===== src/rtl/mul_seq_ctrl.sv =====
// mul_seq_ctrl: iterative shift-add multiplier that stalls the pipeline while a multiply runs in EX
module mul_seq_ctrl #(
    parameter int         WIDTH    = 32,
    parameter logic [2:0] MUL_CODE = 3'b101
) (
    input  logic             clk,
    input  logic             rst_n,
    input  logic             ex_valid,
    input  logic [2:0]       ex_alu_ctrl,
    input  logic [WIDTH-1:0] op_a,
    input  logic [WIDTH-1:0] op_b,
    input  logic             flush,
    output logic             stall,
    output logic             mul_done,
    output logic [WIDTH-1:0] mul_result
);
    localparam int CW = $clog2(WIDTH) + 1;

    typedef enum logic [1:0] {IDLE, RUN, DONE} state_t;

    state_t           state_q, state_d;
    logic [WIDTH-1:0] acc_q, acc_d, mcand_q, mcand_d, mplier_q, mplier_d, result_q, result_d;
    logic [WIDTH-1:0] acc_sum;
    logic [CW-1:0]    count_q, count_d;
    logic             start;

    assign start      = state_q == IDLE && ex_valid && ex_alu_ctrl == MUL_CODE && !flush;
    assign acc_sum    = acc_q + (mplier_q[0] ? mcand_q : '0);
    assign stall      = rst_n && (start || state_q == RUN) && !flush;
    assign mul_done   = state_q == DONE;
    assign mul_result = result_q;

    // Next-state: capture operands on start, one shift-add step per RUN cycle, flush aborts RUN
    always_comb begin
        state_d  = state_q;
        acc_d    = acc_q;
        mcand_d  = mcand_q;
        mplier_d = mplier_q;
        count_d  = count_q;
        result_d = result_q;
        case (state_q)
            IDLE: if (start) begin
                state_d  = RUN;
                acc_d    = '0;
                mcand_d  = op_a;
                mplier_d = op_b;
                count_d  = '0;
            end
            RUN: if (flush) begin
                state_d = IDLE;
            end else begin
                acc_d    = acc_sum;
                mcand_d  = mcand_q << 1;
                mplier_d = mplier_q >> 1;
                count_d  = count_q + CW'(1);
                if (count_q == CW'(WIDTH - 1)) begin
                    state_d  = DONE;
                    result_d = acc_sum;
                end
            end
            default: state_d = IDLE;
        endcase
    end

    // State and datapath registers, cleared asynchronously by reset
    always_ff @(posedge clk or negedge rst_n) begin
        if (!rst_n) begin
            state_q  <= IDLE;
            acc_q    <= '0;
            mcand_q  <= '0;
            mplier_q <= '0;
            count_q  <= '0;
            result_q <= '0;
        end else begin
            state_q  <= state_d;
            acc_q    <= acc_d;
            mcand_q  <= mcand_d;
            mplier_q <= mplier_d;
            count_q  <= count_d;
            result_q <= result_d;
        end
    end
endmodule


===== config.mk =====
export PLATFORM = sky130hd
export DESIGN_NAME = mul_seq_ctrl
export DESIGN_NICKNAME = d
export VERILOG_FILES = /design/src/rtl/mul_seq_ctrl.sv
export SDC_FILE = /design/constraint.sdc
export NUM_CORES = 1
export LEC_CHECK = 0
export ABC_AREA = 1
export CORE_MARGIN = 4
export CORE_UTILIZATION = 24
export CTS_CLUSTER_DIAMETER = 100
export CTS_CLUSTER_SIZE = 40
export DETAILED_ROUTE_END_ITERATION = 16
export GPL_ROUTABILITY_DRIVEN = 1
export SLEW_MARGIN = 20
export SYNTH_ARGS = -nofsm -noshare
export SYNTH_HDL_FRONTEND = slang
export SYNTH_SLANG_ARGS = --single-unit

===== constraint.sdc =====
create_clock -name clk -period 2.3 [get_ports clk]
set_clock_uncertainty 0.05 [all_clocks]
set_input_delay 0.345 -clock clk [delete_from_list [all_inputs] [get_ports clk]]
set_output_delay 0.345 -clock clk [all_outputs]
set_load 0.03 [all_outputs]

==> results.txt <==
The initial antenna violation count is 1. The placer's final routability congestion estimate is about 0.86. The number of clock sinks seen by CTS came out at 136.

The count of nets left with antenna violations once routing finished came out at 0. The total overflow left after global routing is 0. The detail-routed net length per standard cell is roughly 14 um. The fraction of synthesis flops using an asynchronous set or reset pin came out at between 90% and 100%. The endpoint identified for the worst register-to-register timing path is acc_q[26]. The cell seen most often among critical-path stages is sky130_fd_sc_hd__nand2_1.

Global routing consumed, on the met3 layer, 3.057% of the routing resources. The count of final hold-check violations came to 0. The floorplan has 67 rows. At the end of the flow the core is filled with cells to 35.31%. Net switching is about 38% of the power. The per-cell via count in the routed design is around 4.4. The time the worst path needs with I/O delays and setup is approximately 2300 ps. The achievable frequency is about 440 MHz. The sequential standard cell area is ~3400 um2. The critical path is of the flop to flop type. STA classifies the critical path startpoint as a flop.

The via count of the first global-routing pass was slightly below 8000. The number of clock buffers added by TritonCTS is 17. The gate family responsible for the most delay along the worst path is simple AND/OR/NAND/NOR gates. The total setup violations reported at the end of the flow came out at 0.

In this run the most used layer during global routing was met2. The worst endpoint data arrival time is ~2600 ps. The met2 global-route usage is 21.71%.

The portion of the post-synthesis area used by sequential elements is about two fifths. The max-cap check violation count came out at 0. The net count of the mapped netlist is 1264.

The depth of the worst register-to-register path came out at 17. The cell-internal power is around 0.0067 W. The clock latency at the later pin of the worst-skew pair is ~430 ps. The area of the die came out at approximately 37000 um2. Leaving out fill and tap cells, the most frequent cells in the layout are 398 x sky130_fd_sc_hd__nand2_1, 165 x sky130_fd_sc_hd__inv_1, 135 x sky130_fd_sc_hd__dfrtp_1, 102 x sky130_fd_sc_hd__clkdlybuf4s50_1, 69 x sky130_fd_sc_hd__buf_4. The average size of a mapped cell came out at 7.043 um2. The die extent in y came out at between 150 and 200 um.

During synthesis, Yosys emitted a total of 0 warnings. The endpoint required time on the critical path came out at between 2000 and 3000 ps. The count of mapped cells out of synthesis came out at between 1000 and 1500. Across all setup checks in the final design, the least slack found is between 10 and 15 ps. The maximum number of pins on one net before global-route repair is 76. The critical path crosses 17 cells after its start point. The number of top-level pins is ~110. The first global-routing pass estimated roughly 40 mm of wire. The area growth from synthesis to layout came out at 44.92%. The number of fill cells in the layout is approximately 3500. The final worst hold slack came out at around 260 ps. Global routing consumed, over all layers together, a little over an eighth of the routing resources. The slowest stage of the critical path is the sky130_fd_sc_hd__dfrtp_2 cell. The final setup TNS came out at 0 ps. The detailed-route wire length is ~26 mm. After synthesis the cells add up to between 8000 and 9000 um2.

The horizontal die dimension is around 190 um. The count of pins over their slew limit was 0. The total half-perimeter wirelength after legalization and detailed placement came out at approximately 18 mm. For this run, the detailed router's first-pass iteration total came to 5. The relative contribution of sequential cells to total power is between 30% and 40%.

The post-route clock period utilization came out at ~99%. The initial utilization of the core area, before any placement, comes to 24.37%. The global-route track usage on met1 is a little under a fifth. Counting flops with a built-in enable in the synthesized netlist gives 0. The worst register-to-register path has a setup slack of approximately 12 ps. The worst-case clock buffer depth is 2. For the pin with the worst max-slew slack, the measured transition is about 550 ps.

The peak supply drop came out at between 0.3 and 0.4 mV. In the synthesized netlist the dominant register cell turns out to be sky130_fd_sc_hd__dfrtp_1. The flow ran to the end, and the final reports show no timing, DRC or antenna violations. The critical path endpoint category is a flop. In this run the worst setup path begins at mplier_q[0].

The count of state elements after synthesis is around 140. The relative contribution of combinational cells to total power came out at 41.9%. The register clock-pin slew on the reported worst setup and hold paths came out at around 60 ps. The critical path goes through buf_6 > clkbuf_16 > nand2_4 > inv_2 > ha_4 > nand2_2 > inv_2 > nand2_2 > inv_2 > buf_6 > nand2_1 > nor2_1 > nand2_1 > nand3_1 > nand2_1 > nand3_2 > nand2_1. The min-delay analysis places its worst path in the category input port to async pin. Power spread over the standard cell area amounts to about 900 nW/um2. The cell sitting at the root of the clock tree is a sky130_fd_sc_hd__clkbuf_16. Setup repair after global routing could not meet its margin everywhere. The fraction of layout cells with a size suffix above 1 is 24.07%. The number of levels in the clock H-tree came out at 4. Together, buffers and inverters on the worst path number 6. The worst-case setup slack after placement is -197.8 ps. In this run, the number of DRC markers left after iteration 0 of detailed routing was around 380. Summed over all cells, the static leakage comes to about 5.9 nW. The synthesized netlist contains 32 unique library cells. In this run the critical register-to-register path is launched from mplier_q[0].

TritonCTS built the clock tree. After detailed routing, the number of remaining DRC violations is 0. The most common cell after layout, fill and taps aside is sky130_fd_sc_hd__nand2_1.

The largest fanout on the critical path came out at 7. The worst slew slack as a fraction of its limit came out at a little under two thirds. The multi-input combinational cells in the finished layout cover a total of 4820 um2. The largest stage delay on the critical path came out at about 430 ps.

The floorplan step defined a core boundary enclosing between 30000 and 40000 um2. The via count came out at 7837. The total of buffers placed on input and output ports came out at between 100 and 150. The clock network burns roughly a quarter of the power. The power dissipated by switching net loads is 0.004050 W. The number of nets in the layout came out at 1430.
[routing by layer]
metal / share of wire [%] / wire [um] / up-vias
met3: 5.0 / 1277 / 29
met4: 1.6 / 400 / 2
met2: 47 / 12140 / 195
met5: 0.074 / 19 / -
met1: 46 / 11880 / 3654
li1: - / - / 3957
[worst max-delay path by stage]
stage,endpoint,slack [ps]
6_report,acc_q[26],10
5_1_grt,acc_q[23],-70
4_1_cts,acc_q[27],0.09
3_5_place_dp,mul_result[31],-200
3_3_place_gp,mul_result[31],-180
2_1_floorplan,acc_q[28],40
[worst register-to-register path, delay by kind of cell, from the launching register on]
family                     cells  cell delay [ps]
adders and majority gates      1              300
buffers and inverters          6              620
DFF                            1              430
and+or+nand+nor               10              780
[Yosys cell counts (10+ instances only)]
library cell,number,area share [%]
sky130_fd_sc_hd__a21oi_1,24,1.5
sky130_fd_sc_hd__a31oi_1,15,1.1
sky130_fd_sc_hd__buf_2,18,1.1
sky130_fd_sc_hd__dfrtp_1,136,42
sky130_fd_sc_hd__ha_1,32,4.9
sky130_fd_sc_hd__inv_1,185,8.5
sky130_fd_sc_hd__nand2_1,479,22
sky130_fd_sc_hd__nand3_1,78,4.8
sky130_fd_sc_hd__nor2_1,59,2.7
sky130_fd_sc_hd__o21ai_0,23,1.4
sky130_fd_sc_hd__o21ai_1,10,0.61
sky130_fd_sc_hd__o221ai_1,30,3.2
sky130_fd_sc_hd__xnor2_1,10,1.1
[area by class of cell]
class                      count  area share [%]
clock inverter                12           1.226
multi-input combinational    795           40.71
inverter                     191           6.055
antenna                        1         0.02113
tap                          448           4.734
clock buffer                  19           3.656
timing repair buffer         185           14.85
sequential                   136           28.75
[logic make-up (layout without fill, tap and decap cells)]
group,count (synthesis),in the layout,synth area share (%)
adders and majority gates,33,33,5.145
DFF,136,136,41.65
buffers and inverters,229,407,11.53
other,0,1,0
and+or+nand+nor,637,637,31.44
xor gates and xnor gates,16,16,1.715
AOI/OAI and AO/OA,109,109,8.515
[flip-flops by register name, indices dropped and copies added (netlist names)]
register	count
acc_q	32
count_q	6
mcand_q	32
mplier_q	32
mul_result	32
state_q	2
[stage by stage]
step                power (W)  cells  instance area (um2)
floorplan            0.005408   1160                 8170
global placement     0.006669   1739                10080
detailed placement   0.006738   1739                10080
CTS                  0.009740   1772                10850
global route          0.01146   1786                11840
finish                0.01074   1787                11840
[timing repair]
action | in CTS | in global routing
setup buffers | 1 | 11
pin swaps | 3 | 76
hold endpoints to repair | 25 | 0
gates resized for setup | 25 | 225
setup endpoints to repair | 24 | 48
hold buffers | 1 | 0
cloned | 0 | 3
[power by group through the flow]
stage                     clock [W]  sequential (W)  combinational, W
final                       0.00275         0.00348           0.00450
after detailed placement          0         0.00343           0.00331
after global routing        0.00292         0.00355           0.00499
after global placement            0         0.00343           0.00324
after CTS                   0.00281         0.00343           0.00350
after floorplan                   0         0.00330           0.00211
No activity file was read; power rests on OpenSTA's default activity.
